$ cat config.mk
export PLATFORM = sky130hd
export DESIGN_NAME = tx_control_module
export DESIGN_NICKNAME = d
export VERILOG_FILES = /design/src/rtl/tx_control_module_pkg.sv /design/src/rtl/tx_control_module_bps.sv /design/src/rtl/tx_control_module.sv
export SDC_FILE = /design/constraint.sdc
export NUM_CORES = 1
export LEC_CHECK = 0
export CAP_MARGIN = 20
export CORE_MARGIN = 2
export CORE_UTILIZATION = 55
export CTS_BUF_LIST = sky130_fd_sc_hd__clkbuf_4 sky130_fd_sc_hd__clkbuf_8 sky130_fd_sc_hd__clkbuf_16
export CTS_CLUSTER_SIZE = 12
export DETAILED_ROUTE_END_ITERATION = 16
export PLACE_DENSITY = 0.8
export SYNTH_ARGS = -nofsm -noshare
export SYNTH_HDL_FRONTEND = slang
export SYNTH_SLANG_ARGS = --single-unit
$ cat constraint.sdc
create_clock -name CLK -period 3.5 [get_ports CLK]
set_clock_uncertainty 0.15 [all_clocks]
set_input_delay 1.05 -clock CLK [delete_from_list [all_inputs] [get_ports CLK]]
set_output_delay 1.05 -clock CLK [all_outputs]
set_load 0.01 [all_outputs]
$ cat src/rtl/tx_control_module_pkg.sv
// Shared UART definitions: transmitter FSM states, parity codes (common with the
// receive path) and the baud divider / parity helper functions.
package tx_control_module_pkg;

  typedef enum logic [2:0] {
    TX_IDLE   = 3'd0,
    TX_START  = 3'd1,
    TX_DATA   = 3'd2,
    TX_PARITY = 3'd3,
    TX_STOP   = 3'd4,
    TX_DONE   = 3'd5
  } tx_state_e;

  localparam int PARITY_NONE = 0;
  localparam int PARITY_ODD  = 1;
  localparam int PARITY_EVEN = 2;

  // Clocks per bit; integer division truncates, as the receive path assumes.
  function automatic int bps_div(input int clk_freq, input int baud);
    return clk_freq / baud;
  endfunction

  function automatic logic parity_bit(input logic [7:0] data, input int mode);
    case (mode)
      PARITY_EVEN: return ^data;
      PARITY_ODD:  return ~^data;
      default:     return 1'b0;
    endcase
  endfunction

endpackage

$ cat src/rtl/tx_control_module_bps.sv
// Baud-period timer: free-runs while a frame is in flight and flags the last
// clock of every bit period; held at zero otherwise.
module tx_bps_module #(
  parameter int BPS_DIV = 434
) (
  input  logic CLK,
  input  logic RST,
  input  logic count_en,
  output logic BPS_CLK
);

  localparam int TW = (BPS_DIV > 1) ? $clog2(BPS_DIV) : 1;
  localparam logic [TW-1:0] LAST_TICK = TW'(BPS_DIV - 1);

  logic [TW-1:0] timer_r;

  // Bit-period counter, wraps on the last tick so the next bit starts at zero.
  always_ff @(posedge CLK) begin
    if (RST) begin
      timer_r <= '0;
    end else if (!count_en) begin
      timer_r <= '0;
    end else if (timer_r == LAST_TICK) begin
      timer_r <= '0;
    end else begin
      timer_r <= timer_r + TW'(1);
    end
  end

  assign BPS_CLK = count_en && (timer_r == LAST_TICK);

endmodule

$ cat src/rtl/tx_control_module.sv
// UART transmitter: start bit, 8 data bits LSB first, optional parity, 1-2 stop
// bits. Outputs are registered; the baud timer runs only while busy.
module tx_control_module
  import tx_control_module_pkg::*;
#(
  parameter int CLK_FREQ  = 50_000_000,
  parameter int BAUD      = 115200,
  parameter int PARITY    = PARITY_NONE,
  parameter int STOP_BITS = 1
) (
  input  logic       CLK,
  input  logic       RST,
  input  logic       Tx_En_Sig,
  input  logic       Tx_Start_Sig,
  input  logic [7:0] Tx_Data,
  output logic       Tx_Pin_Out,
  output logic       Tx_Busy_Sig,
  output logic       Tx_Done_Sig
);

  localparam int BPS_DIV = bps_div(CLK_FREQ, BAUD);
  localparam logic HAS_PARITY = (PARITY != PARITY_NONE);
  localparam logic [2:0] LAST_STOP = 3'(STOP_BITS - 1);

  tx_state_e  state_r;
  logic [7:0] shift_r;
  logic       parity_r;
  logic [2:0] bit_cnt_r;
  logic       pin_r;
  logic       busy_r;
  logic       done_r;
  logic       bps_clk_s;

  tx_bps_module #(
    .BPS_DIV (BPS_DIV)
  ) u_bps (
    .CLK      (CLK),
    .RST      (RST),
    .count_en (busy_r),
    .BPS_CLK  (bps_clk_s)
  );

  // Frame sequencer; the pin level for each bit is loaded on the edge that enters it.
  always_ff @(posedge CLK) begin
    if (RST) begin
      state_r   <= TX_IDLE;
      shift_r   <= 8'h00;
      parity_r  <= 1'b0;
      bit_cnt_r <= 3'd0;
      pin_r     <= 1'b1;
      busy_r    <= 1'b0;
      done_r    <= 1'b0;
    end else begin
      case (state_r)
        TX_IDLE: begin
          pin_r  <= 1'b1;
          busy_r <= 1'b0;
          done_r <= 1'b0;
          if (Tx_Start_Sig && Tx_En_Sig) begin
            shift_r   <= Tx_Data;
            parity_r  <= parity_bit(Tx_Data, PARITY);
            bit_cnt_r <= 3'd0;
            pin_r     <= 1'b0;
            busy_r    <= 1'b1;
            state_r   <= TX_START;
          end
        end
        TX_START: begin
          if (bps_clk_s) begin
            pin_r     <= shift_r[0];
            shift_r   <= {1'b0, shift_r[7:1]};
            bit_cnt_r <= 3'd0;
            state_r   <= TX_DATA;
          end
        end
        TX_DATA: begin
          if (bps_clk_s) begin
            if (bit_cnt_r == 3'd7) begin
              bit_cnt_r <= 3'd0;
              if (HAS_PARITY) begin
                pin_r   <= parity_r;
                state_r <= TX_PARITY;
              end else begin
                pin_r   <= 1'b1;
                state_r <= TX_STOP;
              end
            end else begin
              pin_r     <= shift_r[0];
              shift_r   <= {1'b0, shift_r[7:1]};
              bit_cnt_r <= bit_cnt_r + 3'd1;
            end
          end
        end
        TX_PARITY: begin
          if (bps_clk_s) begin
            pin_r     <= 1'b1;
            bit_cnt_r <= 3'd0;
            state_r   <= TX_STOP;
          end
        end
        // bit_cnt_r is reused here to count stop-bit periods.
        TX_STOP: begin
          if (bps_clk_s) begin
            if (bit_cnt_r == LAST_STOP) begin
              pin_r   <= 1'b1;
              busy_r  <= 1'b0;
              done_r  <= 1'b1;
              state_r <= TX_DONE;
            end else begin
              bit_cnt_r <= bit_cnt_r + 3'd1;
            end
          end
        end
        TX_DONE: begin
          pin_r   <= 1'b1;
          busy_r  <= 1'b0;
          done_r  <= 1'b0;
          state_r <= TX_IDLE;
        end
        default: begin
          pin_r   <= 1'b1;
          busy_r  <= 1'b0;
          done_r  <= 1'b0;
          state_r <= TX_IDLE;
        end
      endcase
    end
  end

  assign Tx_Pin_Out  = pin_r;
  assign Tx_Busy_Sig = busy_r;
  assign Tx_Done_Sig = done_r;

endmodule

* After elaboration in Yosys (flattened, before gate mapping) *
Index checks and enable logic that the tools add are counted.

operators by class
  equal/unequal tests = 16
  bitwise gates (word level) = 2
  shift operators = 0
  $add $sub $neg = 2
  div/mod/pow operators = 0
  multiply operators = 0
  reduce and logical (&&, ||, !) cells = 14
  muxes and demuxes = 33
  order comparisons = 0

operators by type and width
  operator                                                          number
  3-bit 2-to-1 mux                                                  13
  8-bit 2-to-1 mux                                                  4
  8-bit case mux with 3 select lines                                1
  2-bit inequality test (second input constant)                     9
  3-bit case mux with 5 select lines                                1
  3-bit case mux with 4 select lines                                1
  1-bit 2-to-1 mux                                                  10
  5-bit AND reduction                                               2
  9-bit by 1-bit adder with 9-bit output (second input constant)    1
  9-bit == test (second input constant)                             1
  7-bit AND reduction                                               1
  3-bit by 2-bit == test with 1-bit output (second input constant)  2
  3-bit == test (second input constant)                             2
  3-bit zero test                                                   2
  6-bit AND reduction                                               1
  3-bit OR reduction                                                2
  1-bit case mux with 5 select lines                                1
  4-bit nonzero test                                                1
  3-bit by 1-bit adder with 3-bit output (second input constant)    1
  3-bit by 1-bit == test with 1-bit output (second input constant)  1
  1-bit case mux with 3 select lines                                1
  3-bit AND reduction                                               1
  3-bit nonzero test                                                1
  1-bit logical AND                                                 2
  other kinds (4)                                                   5

storage, ports and cells
  flip-flop bits (word level) = 26
  logic and storage cells = 74
  output and inout bits = 3
  memory bits (read-only) = 0
  bits of input ports = 12
  RAM bits = 0
  latch bits = 0
  memories = 0

* Longest topological paths before layout *
Gate-level depths: netlist of run 1.

  depth in word-level cells = 4
  depth in mapped cells = 6

* By module *
From an unflattened synthesis of run 1, not the netlist that was laid out.

unflattened totals
  cells, all modules = 159
  area, all modules = 1,380.1 µm²

modules (own cells, without submodules)
  module             instances  seq. area each (µm²)  cells an instance  area each (µm²)
  tx_control_module  1          340.3                 112                958.4
  tx_bps_module      1          180.2                 47                 421.7

* Worst setup path before layout of run 1 *
Ideal clock, no wire load.

  kind = input to register
  start = input RST
  end = register u_bps.timer_r[2]
  data arrival time = 1,831 ps
  buffers on the path = 1
  library setup time = 138 ps
  required time = 3,212 ps
  setup slack = 1,381 ps
  stages = 4
  cell sequence = clkbuf_1 -> clkinv_1 -> o211ai_1 -> nor2_1

between the ends
  word-level cells in the longest chain between the ends = 1

RTL lines
  what                          line                         source
  start, declared               tx_control_module.sv:12      input logic RST,
  3-bit OR reduction (no line)  n/a
  end signal, assigned          tx_control_module_bps.sv:26  timer_r <= timer_r + TW'(1);
  end, declared                 tx_control_module_bps.sv:15  logic [TW-1:0] timer_r;

Every way passes these cells.
A chain may end at the register's enable or synchronous reset.

* Worst setup path after layout of run 1 *
  start = register busy_r (netlist: Tx_Busy_Sig)
  end = output Tx_Busy_Sig

RTL lines
  what                    line                     source
  start, declared         tx_control_module.sv:30  logic busy_r;
  start signal, assigned  tx_control_module.sv:51  busy_r <= 1'b0;
  start signal, assigned  tx_control_module.sv:57  busy_r <= 1'b0;
  start signal, assigned  tx_control_module.sv:64  busy_r <= 1'b1;
  end, declared           tx_control_module.sv:17  output logic Tx_Busy_Sig,

No word-level cell between the ends.

==> results_dict.tcl, run 1 <==
set metrics [dict create \
    status "finished, final reports clean" \
    placed_area_mm2 0.00163 \
    postCtsSetupBuffers 0 \
    cts_buffer_depth 2 \
    cts_root_buf "clkbuf_4" \
    ys_seq_elements 26 \
    synthAdderAreaFrac 0.0419 \
    maxSlewViolCount 0 \
    post_drt_wl_per_cell_um 15.4 \
    setup_viol 0 \
    ff2ff_path_depth 4 \
    postCtsHoldBufs 0 \
    relSlewSlack 0.469 \
    cp_num_buf_inv 1 \
    finalInstanceArea_mm2 0.00168 \
    ant_nets 0 \
    cp-start-kind "flip-flop" \
    cts_made_buffers 3 \
    seq_area_frac_synth 0.349 \
    die_area_mm2 0.00314 \
    slowest_delay_ps 600 \
    final_common_cell "dfxtp_1" \
    grt_pass1_wl_um 5660 \
    synthMuxAreaShare 0.0302 \
    cp_max_fo 7 \
    synth_simple_gate_area_share 0.228 \
    synth_xor_area_frac 0.0520 \
    cp_slowest_cell "clkdlybuf4s50_1" \
    drive_gt1_frac 0.102 \
    cap_violations 0 \
    grt_usage 0.221 \
    insertion_delay_ps 320 \
    num_rows 18 \
    yosysUniqueCellTypes 50 \
    cts.sinks 26 \
    start_util 0.591 \
    worst_pin_slew_ps 796 \
    via_count 1320 \
    crit_type "flip-flop to output port" \
    worst_slack_ps 876 \
    synth_area_mm2 0.00149 \
    area_delta_synth_final_pct 12.9 \
    grt-ovfl-total 0 \
    hold_path_class "flip-flop to flip-flop" \
    crit_path_end_kind "output port" \
    via_per_inst 6.41 \
    htree_levels 1 \
    drtIter0Drc 30 \
    async_flop_share 0 \
    die_h_um 56.1 \
    wl_um 3180 \
    grt_max_degree 22 \
    grt_pass1_vias 1303 \
    finalHoldViolCount 0 \
    synth-main-ff-cell "dfxtp_1" \
    path_cells "clkdlybuf4s50_1" \
    place_ws_ps 742 \
    rsz0062_at_grt "false" \
    globalplace.congestion 0.757 \
    critPathTopFamily "buffers and inverters" \
    die_x_um 56.1 \
    final_cell_mix "dfxtp_1, nand3_1, clkdlybuf4s50_1" \
    dp_hpwl_um 2240 \
    clk_pin_slew_ps 140 \
    diodes 0 \
    peakVddDrop_mv 0.475 \
    avgSynthCellArea_um2 9.04 \
    dr.pass1.iters 4 \
    arrival_ps 1420 \
    min_path_cells 2 \
    io_buffer_count 14 \
    nets 194 \
    synthesis.instances 165 \
    synth_top_family_by_area "compound AO/OA/AOI/OAI gates" \
    fin_crit_sh 0.750 \
    antenna_found_initial 0 \
    cp_data_required_time_ps 2300 \
    path_depth 1 \
    ios 15 \
    fmax_mhz 381 \
    leakage_nw 0.561 \
    synth_compound_area_frac 0.253 \
    synth_fp_nets 182 \
    ctsResizeCount 0 \
    power_density_mw_per_mm2 612 \
    synth_edf_count 0 \
    coreArea_mm2 0.00252 \
    drc 0 \
    fin_crit_ps 2620 \
    setup-tns-final_ps 0 \
    nFillCells 217 \
    ys_warn_count 0 \
    cts_tree "yes" \
]
## cells in the mapped netlist (3+ instances only)
master | n | area, um2
dfxtp_1 | 26 | 521
nand4_1 | 3 | 18.8
a21oi_1 | 13 | 65.1
inv_1 | 4 | 15.0
ha_1 | 5 | 62.6
nor2_1 | 12 | 45.0
buf_2 | 3 | 15.0
nand2_1 | 12 | 45.0
or3_1 | 3 | 18.8
xor2_1 | 5 | 43.8
mux2i_1 | 3 | 30.0
o21ai_0 | 10 | 50.1
nand3_1 | 14 | 70.1
clkbuf_1 | 3 | 11.3
a311oi_1 | 9 | 78.8
## report_power, final
group | switching (mW) | internal [mW] | leakage [nW]
clock | 0.0930 | 0.116 | 0.0279
sequential | 0.0672 | 0.347 | 0.212
combinational | 0.225 | 0.183 | 0.322
## path summary, 6_finish.rpt
check / startpoint / end / slack [ps]
setup / recovery: Tx_Busy_Sig$_SDFFE_PP0P_ / Tx_Busy_Sig / 880
hold / removal: Tx_Done_Sig$_SDFFE_PP0P_ / Tx_Done_Sig$_SDFFE_PP0P_ / 330
setup reg to reg: state_r[1]$_SDFFE_PP0P_ / shift_r[3]$_SDFFE_PP0P_ / 1180
hold reg to reg: Tx_Done_Sig$_SDFFE_PP0P_ / Tx_Done_Sig$_SDFFE_PP0P_ / 330
## worst min-delay path, cell delays in order (launching register included)
cell and delay [ps]:
dfxtp_1 340, nand3_1 60, a21oi_1 50
## sequential cells by signal, summed over array words and instances (netlist names)
signal	cells
Tx_Pin_Out	1
bit_cnt_r	3
Tx_Busy_Sig	1
shift_r	8
state_r	3
Tx_Done_Sig	1
u_bps.timer_r	9
## layer usage
| layer | vias to the layer above | track usage | wire (um) |
|---|---|---|---|
| li1 | 643 | - | - |
| met4 | 0 | 0.0816 | 29 |
| met2 | 38 | 0.387 | 1550 |
| met3 | 6 | 0.0279 | 150 |
| met5 | - | 0 | 0 |
| met1 | 633 | 0.274 | 1450 |
## cells by family (layout without fill, tap and decap cells)
kind of cell,Yosys count,after routing
AO/OA/AOI/OAI,48,48
XOR/XNOR,8,8
multiplexers,4,4
buffers and inverters,14,25
AND/OR/NAND/NOR,60,60
adder cells (fa/ha/maj),5,5
flip-flops,26,26
## per-stage QoR
stage                     utilization  hold slack [ps]  std cells  total power [mW]
final                           0.668              330        206              1.03
after global routing            0.668              364        206              1.09
after floorplan                     -              291        165             0.726
after global placement          0.647              305        202             0.806
after detailed placement        0.647              311        202             0.826
after CTS                       0.668              331        206              1.04
## layout make-up
type / count / area [um2] / area share
Sequential cell: 26 / 520 / 0.309
Tap cell: 30 / 37.5 / 0.0223
Clock inverter: 1 / 30.0 / 0.0178
Inverter: 6 / 22.5 / 0.0134
Timing Repair Buffer: 15 / 148 / 0.0877
Multi-Input combinational cell: 125 / 903 / 0.536
Clock buffer: 3 / 22.5 / 0.0134
(Power assumes the default switching activity.)
==> run 2, diff against run 1 <==
==> constraint.sdc (replaced) <==
create_clock -name CLK -period 2.7 [get_ports CLK]
set_clock_uncertainty 0.15 [all_clocks]
set_input_delay 0.81 -clock CLK [delete_from_list [all_inputs] [get_ports CLK]]
set_output_delay 0.81 -clock CLK [all_outputs]
set_load 0.01 [all_outputs]
==> run 2 against run 1 <==
  * Via count is 1.7% lower
  * Flip-flop and latch count unchanged
  * Clock-buffer cell count did not move
  * First-iteration DRC count decreased by 63%
  * Final cell count increased by 1.5%
  * Register-to-register slack got worse by 740 ps
  * Non-clock buffer count grew 3
  * Worst hold slack worse by 2.7 ps
  * Die area unchanged
  * Total power is 30% higher
  * Sequential power rose by 28%
  * Worst setup slack got worse by 560 ps
==> results_dict.tcl, run 2 (synthesis gave the netlist of run 1 again) <==
set metrics [dict create \
    leakage_nw 0.576 \
    cp_num_buf_inv 1 \
    cts_tree "yes" \
    die_area_mm2 0.00314 \
    dp_hpwl_um 2310 \
    antenna_found_initial 0 \
    peakVddDrop_mv 0.484 \
    crit_type "flip-flop to output port" \
    cts_made_buffers 3 \
    grt_max_degree 18 \
    final_cell_mix "dfxtp_1, nand3_1, clkdlybuf4s50_1" \
    min_path_cells 2 \
    fmax_mhz 420 \
    maxSlewViolCount 0 \
    post_drt_wl_per_cell_um 14.7 \
    final_common_cell "dfxtp_1" \
    cp_data_required_time_ps 1740 \
    die_h_um 56.1 \
    hold_path_class "flip-flop to flip-flop" \
    holdPathEnd "Tx_Done_Sig$_SDFFE_PP0P_" \
    cp_slowest_cell "clkdlybuf4s50_1" \
    dr.pass1.iters 4 \
    hp-start "Tx_Done_Sig$_SDFFE_PP0P_" \
    switching_share 0.372 \
    die_x_um 56.1 \
    htree_levels 1 \
    via_per_inst 6.21 \
    relSlewSlack 0.547 \
    grt_usage 0.202 \
    nets 197 \
    grt-ovfl-total 0 \
    drtIter0Drc 11 \
    power_density_mw_per_mm2 784 \
    ff2ff_path_depth 4 \
    internal_power_uw 840 \
    rrSetupSlack_ps 440 \
    seq_power_share 0.397 \
    worst_pin_slew_ps 674 \
    drc 0 \
    crit_path_end_kind "output port" \
    io_buffer_count 14 \
    start_util 0.591 \
    status "finished, final reports clean" \
    slowest_delay_ps 590 \
    via_count 1297 \
    timing.rr.start "state_r[1]$_SDFFE_PP0P_" \
    finalHoldViolCount 0 \
    wl_um 3080 \
    path_cells "clkdlybuf4s50_1" \
    arrival_ps 1420 \
    setup_viol 0 \
    comb_power_share 0.398 \
    cts_root_buf "clkbuf_4" \
    coreArea_mm2 0.00252 \
    drive_gt1_frac 0.117 \
    largest_register "u_bps.timer_r" \
    finalPower_mw 1.34 \
    area_delta_synth_final_pct 14.4 \
    cts_buffer_depth 2 \
    cp-start-kind "flip-flop" \
    clk_pin_slew_ps 150 \
    rsz0062_at_grt "false" \
    switchingPower_uw 497 \
    grt_pass1_wl_um 5200 \
    ctsResizeCount 0 \
    fin_crit_sh 0.883 \
    num_rows 18 \
    reg2reg_to "shift_r[6]$_SDFFE_PP0P_" \
    setup-tns-final_ps 0 \
    diodes 0 \
    largest_registers "u_bps.timer_r (9), shift_r (8)" \
    globalplace.congestion 0.786 \
    ios 15 \
    postCtsHoldBufs 0 \
    critPathTopFamily "buffers and inverters" \
    cts.sinks 26 \
    cap_violations 0 \
    cp_max_fo 7 \
    clockPowerShare 0.205 \
    fin_crit_ps 2380 \
    ant_nets 0 \
    largest_reg_flops 9 \
    postCtsSetupBuffers 0 \
    insertion_delay_ps 330 \
    grt_pass1_vias 1151 \
]
-- run 2: changes by cell type in the layout (fill, tap and decap cells not counted), sizes merged --
| cell | before | now |
|---|---|---|
| buf | 1 | 4 |
-- run 2: worst max path at each step --
stage / from / end / slack [ps] / depth (start not counted)
floorplan: bit_cnt_r[0]$_SDFFE_PP0P_ / shift_r[0]$_SDFFE_PP0P_ / 800 / 6
global placement: Tx_Start_Sig / shift_r[3]$_SDFFE_PP0P_ / 260 / 5
detailed placement: Tx_Start_Sig / shift_r[5]$_SDFFE_PP0P_ / 170 / 5
CTS: Tx_Busy_Sig$_SDFFE_PP0P_ / Tx_Busy_Sig / 310 / 1
global route: Tx_Busy_Sig$_SDFFE_PP0P_ / Tx_Busy_Sig / 250 / 1
finish: Tx_Busy_Sig$_SDFFE_PP0P_ / Tx_Busy_Sig / 320 / 1
-- run 2: cell type report --
cell class / instances / area [um2]
Sequential cell: 26 / 520
Clock inverter: 1 / 30.0
Fill cell: 205 / 816
Clock buffer: 3 / 22.5
Inverter: 6 / 22.5
Multi-Input combinational cell: 125 / 903
Timing Repair Buffer: 18 / 170
Tap cell: 30 / 37.5
-- run 2: per-layer routing --
layer / share of wire / vias to the layer above / global-route usage / wire, um
met4: 0.0084 / 0 / 0.0612 / 26
met5: 0 / - / 0 / 0
met1: 0.47 / 610 / 0.268 / 1450
met3: 0.031 / 4 / 0.0279 / 95
met2: 0.49 / 33 / 0.339 / 1500
li1: - / 650 / - / -
-- run 2: metrics by stage --
step | std cells | worst slack, ps | hold WS, ps | area [um2] | utilization
after global routing | 209 | 251 | 362 | 1710 | 0.677
after detailed placement | 205 | 170 | 311 | 1650 | 0.656
after global placement | 205 | 263 | 298 | 1650 | 0.656
after CTS | 209 | 308 | 330 | 1710 | 0.677
final | 209 | 317 | 327 | 1710 | 0.677
after floorplan | 165 | 801 | 291 | 1490 | -
-- run 2: worst min-delay path, delay by kind of cell (launching register included) --
family	cells	cell delay [ps]
flops	1	340
compound gates	1	50
simple gates	1	60
-- run 2: power by group through the flow --
stage	clock network (mW)	logic, mW	registers [mW]
3_5_place_dp	0	0.529	0.538
3_3_place_gp	0	0.510	0.535
4_1_cts	0.277	0.533	0.530
2_1_floorplan	0	0.439	0.502
5_1_grt	0.290	0.584	0.542
6_report	0.274	0.533	0.530
==> run 3, diff against run 2 <==
--- a/config.mk
+++ b/config.mk
@@ -11,7 +11,9 @@
 export CTS_BUF_LIST = sky130_fd_sc_hd__clkbuf_4 sky130_fd_sc_hd__clkbuf_8 sky130_fd_sc_hd__clkbuf_16
 export CTS_CLUSTER_SIZE = 12
 export DETAILED_ROUTE_END_ITERATION = 16
+export GPL_ROUTABILITY_DRIVEN = 1
 export PLACE_DENSITY = 0.8
+export SETUP_SLACK_MARGIN = 0.02
 export SYNTH_ARGS = -nofsm -noshare
 export SYNTH_HDL_FRONTEND = slang
 export SYNTH_SLANG_ARGS = --single-unit
==> results of run 3 <==
The final DEF is identical to that of run 2; final timing and power are the same.
